[config.mk]
export PLATFORM = sky130hd
export DESIGN_NAME = main_memory_arbiter_flat
export DESIGN_NICKNAME = d
export VERILOG_FILES = /design/src/rtl/main_memory_arbiter_if.sv /design/src/rtl/main_memory_arbiter.sv /design/src/flat_wrapper.sv
export SDC_FILE = /design/constraint.sdc
export NUM_CORES = 1
export LEC_CHECK = 0
export ABC_AREA = 1
export BUFFER_PORTS_ARGS = -buffer_cell sky130_fd_sc_hd__buf_2
export CAP_MARGIN = 0
export CORE_AREA = 2 2 124 126
export CTS_CLUSTER_DIAMETER = 120
export DETAILED_ROUTE_END_ITERATION = 12
export DIE_AREA = 0 0 126 128
export PLACE_DENSITY = 0.51
export SLEW_MARGIN = 10
export SYNTH_ARGS = -nofsm -noshare
export SYNTH_HDL_FRONTEND = slang
export SYNTH_SLANG_ARGS = --single-unit
[constraint.sdc]
create_clock -name clk -period 6.4 [get_ports clk]
set_input_delay 0.32 -clock clk [delete_from_list [all_inputs] [get_ports clk]]
set_output_delay 0.32 -clock clk [all_outputs]
set_load 0.05 [all_outputs]
[src/rtl/main_memory_arbiter_if.sv]
// Requester-side and memory-port signals shared between the arbiter and its environment.
// Handshake: a request moves when req_valid[i] && req_ready[i] on the same clk edge; responses have no backpressure.
interface main_memory_arbiter_if #(
  parameter int NUM_REQ    = 4,
  parameter int ADDR_W     = 12,
  parameter int DATA_W     = 32,
  parameter int WORD_BYTES = 4
);
  logic [NUM_REQ-1:0]            req_valid;
  logic [NUM_REQ-1:0]            req_ready;
  logic [NUM_REQ*ADDR_W-1:0]     req_address;
  logic [NUM_REQ*DATA_W-1:0]     req_wr_data;
  logic [NUM_REQ*WORD_BYTES-1:0] req_wr_en;
  logic [NUM_REQ-1:0]            resp_valid;
  logic [DATA_W-1:0]             resp_rd_data;
  logic                          mem_reset;
  logic [ADDR_W-1:0]             mem_address;
  logic                          mem_rd_en;
  logic [DATA_W-1:0]             mem_wr_data;
  logic [WORD_BYTES-1:0]         mem_wr_en;
  logic [DATA_W-1:0]             mem_rd_data;

  modport slave (
    input  req_valid, req_address, req_wr_data, req_wr_en, mem_rd_data,
    output req_ready, resp_valid, resp_rd_data,
    output mem_reset, mem_address, mem_rd_en, mem_wr_data, mem_wr_en
  );

  modport master (
    output req_valid, req_address, req_wr_data, req_wr_en, mem_rd_data,
    input  req_ready, resp_valid, resp_rd_data,
    input  mem_reset, mem_address, mem_rd_en, mem_wr_data, mem_wr_en
  );
endinterface

[src/rtl/main_memory_arbiter.sv]
// Round-robin arbiter sharing one main-memory port among NUM_REQ requesters.
// Read responses are routed back through a READ_LATENCY-deep {valid, index} pipeline.
module main_memory_arbiter #(
  parameter int NUM_REQ        = 4,
  parameter int CAPACITY_BYTES = 4096,
  parameter int WORD_BYTES     = 4,
  parameter int READ_LATENCY   = 1
) (
  input logic clk,
  input logic reset,
  main_memory_arbiter_if.slave bus
);
  localparam int ADDR_W = $clog2(CAPACITY_BYTES);
  localparam int DATA_W = 8 * WORD_BYTES;
  localparam int IDX_W  = $clog2(NUM_REQ);
  localparam logic [IDX_W-1:0] LAST = IDX_W'(NUM_REQ - 1);

  logic [IDX_W-1:0]      ptr;
  logic [IDX_W-1:0]      winner;
  logic [IDX_W-1:0]      hi_idx;
  logic [IDX_W-1:0]      lo_idx;
  logic                  hi_found;
  logic                  found;
  logic                  is_write;
  logic [NUM_REQ-1:0]    grant;
  logic [ADDR_W-1:0]     sel_addr;
  logic [DATA_W-1:0]     sel_data;
  logic [WORD_BYTES-1:0] sel_wr_en;
  logic [READ_LATENCY-1:0] pipe_valid;
  logic [IDX_W-1:0]        pipe_idx [READ_LATENCY];
  logic                    out_valid;
  logic [IDX_W-1:0]        out_idx;

  // Lowest valid index at or above ptr wins; otherwise wrap to the lowest valid index.
  always_comb begin
    hi_found = 1'b0;
    found    = 1'b0;
    hi_idx   = '0;
    lo_idx   = '0;
    for (int i = NUM_REQ - 1; i >= 0; i--) begin
      if (bus.req_valid[i]) begin
        found  = 1'b1;
        lo_idx = IDX_W'(i);
        if (IDX_W'(i) >= ptr) begin
          hi_found = 1'b1;
          hi_idx   = IDX_W'(i);
        end
      end
    end
    winner = hi_found ? hi_idx : lo_idx;
    if (reset) found = 1'b0;
  end

  always_comb begin
    grant     = '0;
    sel_addr  = '0;
    sel_data  = '0;
    sel_wr_en = '0;
    for (int i = 0; i < NUM_REQ; i++) begin
      if (winner == IDX_W'(i)) begin
        grant[i]  = found;
        sel_addr  = bus.req_address[i*ADDR_W +: ADDR_W];
        sel_data  = bus.req_wr_data[i*DATA_W +: DATA_W];
        sel_wr_en = bus.req_wr_en[i*WORD_BYTES +: WORD_BYTES];
      end
    end
    is_write = |sel_wr_en;
  end

  assign bus.req_ready   = grant;
  assign bus.mem_reset   = reset;
  assign bus.mem_address = found ? sel_addr : '0;
  assign bus.mem_rd_en   = found & ~is_write;
  assign bus.mem_wr_en   = (found && is_write) ? sel_wr_en : '0;
  assign bus.mem_wr_data = (found && is_write) ? sel_data : '0;

  always_ff @(posedge clk or posedge reset) begin
    if (reset) begin
      ptr        <= '0;
      pipe_valid <= '0;
      for (int i = 0; i < READ_LATENCY; i++) pipe_idx[i] <= '0;
    end else begin
      if (found) ptr <= (winner == LAST) ? '0 : winner + 1'b1;
      pipe_valid[0] <= found & ~is_write;
      pipe_idx[0]   <= winner;
      for (int i = 1; i < READ_LATENCY; i++) begin
        pipe_valid[i] <= pipe_valid[i-1];
        pipe_idx[i]   <= pipe_idx[i-1];
      end
    end
  end

  assign out_valid = pipe_valid[READ_LATENCY-1];
  assign out_idx   = pipe_idx[READ_LATENCY-1];

  always_comb begin
    bus.resp_valid = '0;
    for (int i = 0; i < NUM_REQ; i++) begin
      if (out_valid && out_idx == IDX_W'(i)) bus.resp_valid[i] = 1'b1;
    end
  end

  assign bus.resp_rd_data = out_valid ? bus.mem_rd_data : '0;
endmodule

[src/flat_wrapper.sv]
// flat-port wrapper written by rule: the top's interface ports become plain ports
module main_memory_arbiter_flat 
#(
  parameter int NUM_REQ        = 4,
  parameter int CAPACITY_BYTES = 4096,
  parameter int WORD_BYTES     = 4,
  parameter int READ_LATENCY   = 1
)
  (clk, reset, bus_req_valid, bus_req_address, bus_req_wr_data, bus_req_wr_en, bus_mem_rd_data, bus_req_ready, bus_resp_valid, bus_resp_rd_data, bus_mem_reset, bus_mem_address, bus_mem_rd_en, bus_mem_wr_data, bus_mem_wr_en);
  main_memory_arbiter_if #(.NUM_REQ(NUM_REQ), .ADDR_W((12)), .DATA_W((32)), .WORD_BYTES(WORD_BYTES)) bus_i ();
  input logic clk;
  input logic reset;
  input wire logic [$bits(bus_i.req_valid)-1:0] bus_req_valid;
  input wire logic [$bits(bus_i.req_address)-1:0] bus_req_address;
  input wire logic [$bits(bus_i.req_wr_data)-1:0] bus_req_wr_data;
  input wire logic [$bits(bus_i.req_wr_en)-1:0] bus_req_wr_en;
  input wire logic [$bits(bus_i.mem_rd_data)-1:0] bus_mem_rd_data;
  output wire logic [$bits(bus_i.req_ready)-1:0] bus_req_ready;
  output wire logic [$bits(bus_i.resp_valid)-1:0] bus_resp_valid;
  output wire logic [$bits(bus_i.resp_rd_data)-1:0] bus_resp_rd_data;
  output wire logic [$bits(bus_i.mem_reset)-1:0] bus_mem_reset;
  output wire logic [$bits(bus_i.mem_address)-1:0] bus_mem_address;
  output wire logic [$bits(bus_i.mem_rd_en)-1:0] bus_mem_rd_en;
  output wire logic [$bits(bus_i.mem_wr_data)-1:0] bus_mem_wr_data;
  output wire logic [$bits(bus_i.mem_wr_en)-1:0] bus_mem_wr_en;
  assign bus_i.req_valid = bus_req_valid;
  assign bus_i.req_address = bus_req_address;
  assign bus_i.req_wr_data = bus_req_wr_data;
  assign bus_i.req_wr_en = bus_req_wr_en;
  assign bus_i.mem_rd_data = bus_mem_rd_data;
  assign bus_req_ready = bus_i.req_ready;
  assign bus_resp_valid = bus_i.resp_valid;
  assign bus_resp_rd_data = bus_i.resp_rd_data;
  assign bus_mem_reset = bus_i.mem_reset;
  assign bus_mem_address = bus_i.mem_address;
  assign bus_mem_rd_en = bus_i.mem_rd_en;
  assign bus_mem_wr_data = bus_i.mem_wr_data;
  assign bus_mem_wr_en = bus_i.mem_wr_en;
  main_memory_arbiter #(.NUM_REQ(NUM_REQ), .CAPACITY_BYTES(CAPACITY_BYTES), .WORD_BYTES(WORD_BYTES), .READ_LATENCY(READ_LATENCY)) u_core (.clk(clk), .reset(reset), .bus(bus_i));
endmodule
# Word level (Yosys, flattened, before mapping)

Index checks and enable logic that the tools add are counted.

Input bits: 230
Flip-flop bits (word level): 5
Output and inout port bits: 90
Logic and storage cells: 75

Order comparisons: 4
Reductions and logical operators: 8
Bitwise operators: 2
Equal/unequal tests: 6
Muxes and demuxes: 51
$add $sub $neg: 1

Operators by type and width:

| cell                                                                               | number |
|---|---|
| 32-bit 2-to-1 mux                                                                  | 6 |
| 12-bit 2-to-1 mux                                                                  | 5 |
| 2-bit 2-to-1 mux                                                                   | 14 |
| 1-bit 2-to-1 mux                                                                   | 21 |
| 4-bit 2-to-1 mux                                                                   | 5 |
| 2-bit equality test, second input constant                                         | 4 |
| 1-bit logical AND                                                                  | 5 |
| 2-bit by 1-bit equality test with 1-bit output, second input constant              | 2 |
| 1-bit by 2-bit greater-or-equal comparator with 1-bit output, first input constant | 2 |
| 2-bit greater-or-equal comparator, first input constant                            | 2 |
| 2-bit logical NOT                                                                  | 2 |
| 4-bit OR reduction                                                                 | 1 |
| 2-bit by 1-bit adder with 2-bit output, second input constant                      | 1 |
| 1-bit bitwise AND                                                                  | 1 |
| 1-bit NOT                                                                          | 1 |

# Depth between registers and ports, before layout

Gate-level depths: netlist of run 1.

Depth in word-level cells: 18
Mapped depth: 18
Depth with buffers taken out: 17

# Worst setup path before layout of run 1

Ideal clock, no wire load.

Path kind: flip-flop to output port
From: register u_core.ptr[0]
To: output bus_mem_address[1]
Stages on the path, launching flop included: 12
Data required time: 6.080 ns
Path buffers: 1
Path slack: 3.453 ns
Arrival: 2.627 ns
Cell sequence: dfrtp_1 a21boi_0 nor2_1 a21oi_1 inv_1 ha_1 nor2_4 buf_2 a22oi_1 nand2_1 o21ai_0 a21oi_1

Word-level cells in the longest chain between the ends: 16
Elaborated cells on any way between the ends: 30

Ends and longest elaborated chain:

| what                                                 | line                      | text |
|---|---|---|
| start: declaration                                   | main_memory_arbiter.sv:18 | `logic [IDX_W-1:0] ptr;` |
| start signal: assignment                             | main_memory_arbiter.sv:83 | `if (found) ptr <= (winner == LAST) ? '0 : winner + 1'b1;` |
| 2-bit greater-or-equal comparator                    | main_memory_arbiter.sv:44 | `if (IDX_W'(i) >= ptr) begin` |
| 2-bit 2-to-1 mux or 1-bit 2-to-1 mux (tied branches) | main_memory_arbiter.sv:44 |  |
| 2-bit 2-to-1 mux or 1-bit 2-to-1 mux (tied branches) | main_memory_arbiter.sv:41 | `if (bus.req_valid[i]) begin` |
| 2-bit 2-to-1 mux or 1-bit 2-to-1 mux (tied branches) | main_memory_arbiter.sv:44 |  |
| 2-bit 2-to-1 mux or 1-bit 2-to-1 mux (tied branches) | main_memory_arbiter.sv:41 |  |
| 2-bit 2-to-1 mux or 1-bit 2-to-1 mux (tied branches) | main_memory_arbiter.sv:44 |  |
| 2-bit 2-to-1 mux or 1-bit 2-to-1 mux (tied branches) | main_memory_arbiter.sv:41 |  |
| 2-bit 2-to-1 mux or 1-bit 2-to-1 mux (tied branches) | main_memory_arbiter.sv:44 |  |
| 2-bit 2-to-1 mux or 1-bit 2-to-1 mux (tied branches) | main_memory_arbiter.sv:41 |  |
| 2-bit 2-to-1 mux *                                   | main_memory_arbiter.sv:50 | `winner = hi_found ? hi_idx : lo_idx;` |
| named net u_core.winner[1]                           | main_memory_arbiter.sv:19 | `logic [IDX_W-1:0] winner;` |
| 2-bit logical NOT                                    | main_memory_arbiter.sv:60 | `if (winner == IDX_W'(i)) begin` |
| 12-bit 2-to-1 mux (3 in a row)                       | main_memory_arbiter.sv:60 |  |
| 12-bit 2-to-1 mux *                                  | main_memory_arbiter.sv:60 |  |
| 12-bit 2-to-1 mux *                                  | main_memory_arbiter.sv:72 | `assign bus.mem_address = found ? sel_addr : '0;` |
| end: declaration                                     | flat_wrapper.sv:22        | `output wire logic [$bits(bus_i.mem_address)-1:0] bus_mem_address;` |

Mark *: on every way through the listed nets, which the timed path passes. The rest lies on a longest branch.

# Worst setup path in the final report of run 1

From: register u_core.ptr[0]
To: output bus_mem_wr_data[31]

Word-level cells in the longest chain between the ends: 18
Elaborated cells on any way between the ends: 36

Ends and longest elaborated chain:

| what                                                 | line                      | text |
|---|---|---|
| 2-bit greater-or-equal comparator                    | main_memory_arbiter.sv:44 |  |
| 2-bit 2-to-1 mux or 1-bit 2-to-1 mux (tied branches) | main_memory_arbiter.sv:44 |  |
| 2-bit 2-to-1 mux or 1-bit 2-to-1 mux (tied branches) | main_memory_arbiter.sv:41 |  |
| 2-bit 2-to-1 mux or 1-bit 2-to-1 mux (tied branches) | main_memory_arbiter.sv:44 |  |
| 2-bit 2-to-1 mux or 1-bit 2-to-1 mux (tied branches) | main_memory_arbiter.sv:41 |  |
| 2-bit 2-to-1 mux or 1-bit 2-to-1 mux (tied branches) | main_memory_arbiter.sv:44 |  |
| 2-bit 2-to-1 mux or 1-bit 2-to-1 mux (tied branches) | main_memory_arbiter.sv:41 |  |
| 2-bit 2-to-1 mux or 1-bit 2-to-1 mux (tied branches) | main_memory_arbiter.sv:44 |  |
| 2-bit 2-to-1 mux or 1-bit 2-to-1 mux (tied branches) | main_memory_arbiter.sv:41 |  |
| 2-bit 2-to-1 mux *                                   | main_memory_arbiter.sv:50 |  |
| named net u_core.winner[1]                           | main_memory_arbiter.sv:19 |  |
| 2-bit logical NOT                                    | main_memory_arbiter.sv:60 |  |
| 4-bit 2-to-1 mux (4 in a row)                        | main_memory_arbiter.sv:60 |  |
| 4-bit OR reduction                                   | main_memory_arbiter.sv:67 | `is_write = \|sel_wr_en;` |
| 1-bit logical AND                                    | main_memory_arbiter.sv:75 | `assign bus.mem_wr_data = (found && is_write) ? sel_data : '0;` |
| 32-bit 2-to-1 mux *                                  | main_memory_arbiter.sv:75 |  |
| end: declaration                                     | flat_wrapper.sv:24        | `output wire logic [$bits(bus_i.mem_wr_data)-1:0] bus_mem_wr_data;` |

Marked as above.

==> impl.org, run 1 <==
** Placed design
- The congestion estimate from routability-driven global placement came to around 0.78.
- The HPWL after detailed placement is 9850 um.
- Buffers placed on the I/O ports in this run total about 320.

** STA
- Setup total negative slack on the finished layout was measured at 0 ns.
- The smallest clock period supported by the final layout is computed as roughly 4.4 ns.
- At the pin with the least slew margin, the transition time is 0.992 ns.
- Skew final :: 0.00151 ns
- Worst hold slack after final layout :: 0.0342 ns
- Derived from the worst setup path, the maximum achievable clock frequency is between 200 and 250 MHz.
- In this run the tightest slew margin relative to its limit is about a third.
- The final max-slew violation count came to 0.
- Hold violation count in the final report :: 0
- Setup violations remaining at the end of the flow were counted as 0.
- Setup repair after global routing left no endpoint under its margin.
- After layout, the worst path uses approximately 69% of the clock period.

** Worst setup path
- Critical Setup Path Class :: flip-flop to output pin
- Crit-path max cell delay :: 0.69 ns
- Walking the worst path, the cells encountered are a21boi_0, nor2_1, a21oi_1, ha_2, buf_4, inv_2, nor2_1, nor2_1, nand2_1, nand2_1, nor2_2, nand2_2, nand2_4, nor2_1, buf_2.
- In this run the worst path has a maximum fanout of between 60 and 70.
- CP Data Required Time :: 6.08 ns
- Startpoint type of the worst setup path :: flip-flop
- By instance count, the cell type seen most on the critical path is sky130_fd_sc_hd__nor2_1.
- Worst Setup End Kind :: output pin
- Worst reg2reg setup slack :: ~3.4 ns
- Among all stages on the critical path, the largest delay is contributed by sky130_fd_sc_hd__nand2_4.
- Arrival time at the worst endpoint :: roughly 4 ns

** CTS
- Clock Pin Slew Worst Setup and Hold Paths :: roughly 0.03 ns
- Clock tree from TritonCTS :: built
- At the later pin of the worst-skew pair, clock insertion delay measures between 0.2 and 0.25 ns.
- The clock passes through at most 2 buffers.
- Maximum level of the CTS H-tree :: 1
- The clock drives 5 sinks.
- Clock buffers created by TritonCTS :: 3
- Once the clock tree was built, the resizer swapped 0 gates to a different size.
- Post CTS Setup Buffer Count :: 0
- For this design, the CTS-stage hold fixing added 0 buffers.
- Root Buffer :: sky130_fd_sc_hd__clkbuf_16

** Route
- For this block, the routed nets add up to 12500 um of wire.
- Initial DRT Pass Iterations :: 4
- Antenna viol nets, final :: 0
- Routed length per instance :: roughly 13 um
- The detailed router placed slightly above 4000 vias in this run.
- Number of vias per cell after detailed routing :: between 4 and 5
- The first routing iteration left 140 violations.
- In the routed design, unresolved DRC markers number 0.

** Synthesis
- Post-synthesis net count :: approximately 750
- Synthesis handed over a netlist of 513 instances.
- Summing the areas of all xor and xnor instances in the mapped netlist gives 0% of the synthesized area.
- Avg Cell Area, Syn :: between 5 and 6 um^2
- Main combinational cell family by area after synthesis :: simple AND/OR/NAND/NOR gates
- Multiplexer cells account for 0% of the synthesized area.
- Synth Area in Simple Gates :: between 50% and 60%
- Register bit count reported by yosys :: 5
- Share of synthesized area occupied by flip-flops and latches :: approximately 4.8%
- Unique masters post-synth :: 25
- Of the total synthesized cell area, the portion taken by full adders, half adders and majority gates is between 1.5 and 2%.
- The cell area that synthesis handed to floorplanning was ~0.0026 mm^2.
- Summing the areas of all compound-gate instances in the mapped netlist gives between 20 and 25% of the synthesized area.
- Yosys warnings :: 0

** Global routing
- Vias in the first global route :: ~3800
- Entering global routing, the biggest net connects 62 pins.
- In the global route stage, overall resource usage came out at between 10 and 15%.
- Global-route wire length before repair :: 18700 um
- Initial antenna violation count :: 0
- Total gr overflow :: 0

** Pwr
- Max IR drop VDD :: 0.185 mV
- Clock Power Share :: approximately 5%
- Net Sw Frac :: ~70%
- LEAKAGE :: 2.78 nW
- Share of power burned in registers :: between 3 and 4%
- Power spread over the standard cell area amounts to 475 mW/mm^2.
- Net switching component of the power :: about 1.4 mW
- Power Internal :: 0.617 mW
- Part of the total power dissipated in combinational logic :: approximately nine tenths

** Layout
- Fillers :: 1730
- Layout overhead on the synthesized area :: 65.3%
- At the end of the flow, the number of nets in the layout was roughly 1000.
- Count of inserted antenna diode cells :: 0
- In the final layout, the share of cells above drive strength 1 is between 40% and 50%.

** Die
- The floorplan step defined a core boundary enclosing 0.0149 mm^2.
- # IOs :: 320
- Starting utilization of the core area :: 17.7%
- Floorplan die area :: 0.0161 mm^2
- From left edge to right edge, the die measures 126 um.
- The die is ~130 um tall.
- The floorplan has 45 rows.

** Min path
- In this run the worst hold path is classified as input pin to asynchronous set/reset pin.

** Run
- Number of maximum-capacitance constraint violations :: 0

** Run status
- The flow ran to the end, and the final reports show no timing, DRC or antenna violations.
per-stage QoR:
step | power, mW | instances | utilization [%] | setup slack (ns) | cell area, um^2
after global routing | 2.25 | 990 | 29.3 | 1.55 | 4350
after floorplan | 1.61 | 513 | - | 3.45 | 2630
final | 2.07 | 990 | 29.3 | 2.01 | 4350
after detailed placement | 1.98 | 986 | 28.7 | 2.16 | 4270
after global placement | 1.99 | 986 | 28.7 | 2.27 | 4270
after CTS | 2.09 | 990 | 29.3 | 1.96 | 4350
cell type report:
cell class / instances / area (um^2) / area share, %
clock buffers: 4 / 78.8 / 1.81
inverters: 50 / 188 / 4.31
multi-input cells: 420 / 2100 / 48.2
flip-flops and latches: 5 / 125 / 2.88
well taps: 188 / 235 / 5.41
repair buffers: 323 / 1630 / 37.4
power groups by stage:
stage / clock network, mW / logic [mW] / registers [mW]
2_1_floorplan: 0 / 1.56 / 0.0512
3_3_place_gp: 0 / 1.92 / 0.0729
3_5_place_dp: 0 / 1.91 / 0.0728
4_1_cts: 0.104 / 1.92 / 0.0724
5_1_grt: 0.107 / 2.07 / 0.0760
6_report: 0.103 / 1.89 / 0.0730
synthesized netlist by cell type:
library cell | n | area (um^2)
sky130_fd_sc_hd__a21boi_0 | 2 | 15.0
sky130_fd_sc_hd__a21oi_1 | 19 | 95.1
sky130_fd_sc_hd__a21oi_2 | 2 | 17.5
sky130_fd_sc_hd__a22oi_1 | 12 | 90.1
sky130_fd_sc_hd__a31oi_4 | 1 | 21.3
sky130_fd_sc_hd__buf_1 | 3 | 11.3
sky130_fd_sc_hd__buf_12 | 3 | 60.1
sky130_fd_sc_hd__buf_2 | 13 | 65.1
sky130_fd_sc_hd__buf_4 | 3 | 22.5
sky130_fd_sc_hd__buf_6 | 1 | 11.3
sky130_fd_sc_hd__clkbuf_1 | 15 | 56.3
sky130_fd_sc_hd__clkinv_1 | 1 | 3.75
sky130_fd_sc_hd__dfrtp_1 | 5 | 125
sky130_fd_sc_hd__ha_1 | 4 | 50.1
sky130_fd_sc_hd__inv_1 | 45 | 169
sky130_fd_sc_hd__inv_2 | 4 | 15.0
sky130_fd_sc_hd__nand2_1 | 224 | 841
sky130_fd_sc_hd__nand2_2 | 3 | 18.8
sky130_fd_sc_hd__nand2_4 | 1 | 11.3
sky130_fd_sc_hd__nand3_1 | 34 | 170
sky130_fd_sc_hd__nor2_1 | 20 | 75.1
sky130_fd_sc_hd__nor2_2 | 2 | 12.5
sky130_fd_sc_hd__nor2_4 | 31 | 349
sky130_fd_sc_hd__nor3_1 | 5 | 25.0
sky130_fd_sc_hd__o21ai_0 | 60 | 300
cells in the final DEF, fill, tap and decap left out, types with 3 or more instances in the layout:
master,netlist,final
sky130_fd_sc_hd__a21oi_1,19,19
sky130_fd_sc_hd__nor2_1,20,20
sky130_fd_sc_hd__nand2_2,3,3
sky130_fd_sc_hd__clkbuf_16,0,3
sky130_fd_sc_hd__nor2_4,31,31
sky130_fd_sc_hd__nor3_1,5,5
sky130_fd_sc_hd__a22oi_1,12,12
sky130_fd_sc_hd__o21ai_0,60,60
sky130_fd_sc_hd__inv_1,45,45
sky130_fd_sc_hd__inv_2,4,4
sky130_fd_sc_hd__buf_2,13,319
sky130_fd_sc_hd__dfrtp_1,5,5
sky130_fd_sc_hd__buf_4,3,4
sky130_fd_sc_hd__nand3_1,34,34
sky130_fd_sc_hd__nand2_1,224,224
cell families after synthesis:
logic type | after synthesis
AND/OR/NAND/NOR | 320
buffers and inverters | 88
adder cells (fa/ha/maj) | 4
flip-flops | 5
AO/OA/AOI/OAI | 96
metal layers:
| metal | part of all wire [%] | track usage, % | wire [um] | vias to the layer above |
|---|---|---|---|---|
| li1 | - | - | - | 2184 |
| met1 | 39 | 16.0 | 4880 | 1764 |
| met2 | 54 | 28.3 | 6730 | 172 |
| met3 | 6.7 | 1.88 | 830 | 2 |
| met4 | 0.23 | 1.87 | 29 | 0 |
| met5 | 0 | 0 | 0 | - |
sequential cells by signal, indices dropped and copies added, names as in the netlist:
register,count
u_core.out_idx,2
u_core.out_valid,1
u_core.ptr,2
path summary, 6_finish.rpt:
kind,cells past startpoint,end,start
setup / recovery,15,bus_mem_wr_data[31],u_core.ptr[0]
hold / removal,2,u_core.out_idx[1],reset
setup reg to reg,13,u_core.out_valid,u_core.ptr[0]
hold reg to reg,2,u_core.ptr[0],u_core.ptr[0]
max in group asynchronous,2,u_core.ptr[0],reset
min in group clk,4,u_core.out_idx[1],bus_req_valid[1]
critical path, delay by kind of cell, from the launching register on:
| kind | cells | cell delay [ns] |
|---|---|---|
| AND/OR/NAND/NOR | 9 | 1.48 |
| buffers and inverters | 3 | 1.11 |
| AO/OA/AOI/OAI | 2 | 0.54 |
| flip-flops | 1 | 0.38 |
| adder cells (fa/ha/maj) | 1 | 0.23 |
Note: power is estimated with default switching activity, not from simulation.
==> run 2, diff against run 1 <==
- PLACE_DENSITY: 0.51 -> 0.53
- clock period: 6.4 -> 3.9 ns (I/O delays scaled with it)
==> run 2 against run 1 <==
Net effect: sequential share of layout area down 0.052 points; sequential power up 63%; critical endpoint unchanged; critical path type unchanged; highest routed layer unchanged; final cell count up 0.61%.
==> impl.org, run 2 (synthesis gave the netlist of run 1 again) <==
** Placed design
- Counting tap cells, the placed design contains a total of 990 instances.
- Buffers added on ports :: around 320
- At the end of routability-driven placement, the weighted congestion stood at 0.819.
- Summing all placed instances gives a cell area of approximately 0.0043 mm^2.
- Detailed placement finished with a half-perimeter wire length of roughly 10000 um.

** Worst setup path
- Startpoint type of the worst setup path :: flip-flop
- Critical path fanouts, max :: 13
- Critical Setup Path Class :: flip-flop to output pin
- The startpoint identified for the worst register-to-register timing path is u_core.ptr[0].
- Worst Setup End Kind :: output pin
- The worst register-to-register path has a depth of 12.
- Worst reg2reg setup slack :: about 1.5 ns
- Data on the critical path arrives at its endpoint at between 3 and 4 ns.
- Capturing point of the worst reg2reg path :: u_core.out_valid
- CP Data Required Time :: about 3.7 ns

** Layout
- Fillers :: between 1500 and 2000
- Summed area of non-filler cells in the final layout :: ~0.0044 mm^2
- In the final layout, the multi-input gates occupy between 0.002 and 0.0025 mm^2.
- The post-route netlist has a little under half of its cells at a drive strength greater than 1.
- The finished layout holds 996 standard cells, fillers aside.
- Across the whole layout, storage elements account for approximately 130 um^2.
- Most used cells in the layout excluding fill and tap cells :: sky130_fd_sc_hd__buf_2 (319), sky130_fd_sc_hd__nand2_1 (224), sky130_fd_sc_hd__o21ai_0 (60)
- Commonest non-fill, non-tap cell in the layout :: sky130_fd_sc_hd__buf_2
- Relative to the synthesized area, the layout overhead comes to 68.4%.
- After the last flow step, the layout net total stands at between 1000 and 1500.

** STA
- For the pin with the worst max-slew slack, the measured transition is between 0.9 and 1 ns.
- Max Clock Freq :: roughly 290 MHz
- Unrepaired setup endpoints after global routing :: false
- Clock skew on the completed layout was measured at about 0.00027 ns.
- Max-slew violation count :: 0
- Final critical-path share of the clock period :: between 80% and 90%
- Hold violation count in the final report :: 0
- Across all hold checks on the routed design, the worst slack comes to ~0.35 ns.
- The worst path in the final design needs a cycle of around 3.5 ns, including I/O delays and setup.
- Setup violations remaining at the end of the flow were counted as 0.
- Rel. slew slack :: a little under two fifths
- Total negative slack :: 0 ns

** CTS
- No sink is reached through more buffers than the 2 on the longest clock path.
- Count of instances resized after the clock tree is built :: 0
- In this run the number of H-tree levels came out at 1.
- TritonCTS built the clock tree.
- Clock latency on the worst-skew pair :: ~0.23 ns
- Post CTS Setup Buffer Count :: 0
- Clock sink count :: 5
- Root Buffer :: sky130_fd_sc_hd__clkbuf_16
- In this run, CTS created clock tree buffers numbering 3.
- After clock tree synthesis, the clock-pin slew on the worst setup and hold paths is 0.03 ns.

** Die
- The total area inside the core boundary comes to between 0.01 and 0.015 mm^2.
- The die covers between 0.015 and 0.02 mm^2.
- Die W :: 126 um
- # IOs :: 320
- In this run the vertical extent of the chip is approximately 130 um.
- Starting utilization of the core area :: about 18%
- Count of standard-cell rows :: between 40 and 50

** Global routing
- The number of antenna violations at the first check in global routing came to 1.
- The total overflow left after global routing is 0.
- Maximum number of pins on one net before global-route repair :: 57
- Global routing used 14.9% of the available tracks across all layers.
- The number of global-route vias before repair is slightly below 4000.
- Global-route wire length before repair :: between 15000 and 20000 um

** Route
- After detailed routing, the number of vias per cell comes to approximately 4.2.
- Routed wire length on met3 :: approximately 940 um
- The first routing iteration left 152 violations.
- The detailed router put a total of roughly 5200 um of wire on met1.
- Final routed DRC violation total :: 0
- In the final routed layout, each cell accounts on average for approximately 13 um.
- Antenna viol nets, final :: 0
- DR top layer :: met4
- The routed layout has between 4000 and 5000 vias.
- Initial DRT Pass Iterations :: 5
- The routed design uses 6820 um of met2 wire.
- Total wire length after detailed routing :: approximately 13000 um

** Min path
- Worst hold-check path type :: input pin to flip-flop
- The worst hold path terminates at u_core.out_idx[1].
- Hold-critical path depth :: 4
- In this run the most critical hold path is launched from bus_req_valid[0].

** Run
- Max-cap violations in this run came to 0.

** Pwr
- Overall power :: 3.45 mW
- The worst-case IR drop observed on VDD is approximately 0.29 mV.
- Power per standard cell area :: 780 mW/mm^2
- For this design the static power due to leakage is 2.82 nW.

** Run status
- The flow ran to the end, and the final reports show no timing, DRC or antenna violations.
==> run 2: stage by stage <==
| stage | util (%) | worst slack, ns |
|---|---|---|
| floorplan | - | 1.08 |
| global placement | 29.2 | 0.730 |
| detailed placement | 29.2 | 0.651 |
| CTS | 29.8 | 0.394 |
| global route | 29.8 | 0.150 |
| finish | 29.8 | 0.423 |
==> run 2: per-layer routing <==
metal	global-route usage, %	up-vias
met5	0	-
met4	2.00	0
met3	2.59	4
met2	29.2	168
met1	17.1	1776
li1	-	2196
==> run 2: worst max path at each step <==
stage                       start             endpoint  slack (ns)  depth (start not counted)
detailed placement  u_core.ptr[0]  bus_mem_wr_data[31]        0.65                         15
global route        u_core.ptr[0]  bus_mem_wr_data[31]        0.15                         16
floorplan           u_core.ptr[0]   bus_mem_address[1]        1.08                         11
global placement    u_core.ptr[0]  bus_mem_wr_data[31]        0.73                         15
finish              u_core.ptr[0]  bus_mem_wr_data[31]        0.42                         16
CTS                 u_core.ptr[0]  bus_mem_wr_data[31]        0.39                         15
==> run 2: final cells by class <==
cell class	instances	share of cell area, %
Timing Repair Buffer	328	38.5
Multi-Input combinational cell	420	47.3
Tap cell	188	5.31
Antenna cell	1	0.0565
Inverter	50	4.24
Clock buffer	4	1.78
Sequential cell	5	2.82
==> run 2: repair_timing <==
item                       CTS  global route
hold endpoints to repair     5             0
setup endpoints to repair    0             0
hold buffers                 1             0
==> run 2: where the power goes <==
part / internal, mW / switching (mW)
registers: 0.0727 / 0.0460
logic: 0.852 / 2.32
clock network: 0.135 / 0.0322
==> run 2: critical path: stages, from the launching register on <==
cell	delay, ns
sky130_fd_sc_hd__dfrtp_1	0.38
sky130_fd_sc_hd__a21boi_0	0.22
sky130_fd_sc_hd__nor2_1	0.09
sky130_fd_sc_hd__a21oi_1	0.35
sky130_fd_sc_hd__inv_1	0.12
sky130_fd_sc_hd__ha_2	0.27
sky130_fd_sc_hd__nor2_4	0.33
sky130_fd_sc_hd__nand2_1	0.09
sky130_fd_sc_hd__nand2_1	0.07
sky130_fd_sc_hd__nand2_1	0.06
sky130_fd_sc_hd__nand2_2	0.07
sky130_fd_sc_hd__nor2_2	0.04
sky130_fd_sc_hd__nand2_2	0.08
sky130_fd_sc_hd__nand2_4	0.19
sky130_fd_sc_hd__buf_4	0.30
sky130_fd_sc_hd__nor2_1	0.11
sky130_fd_sc_hd__buf_2	0.27
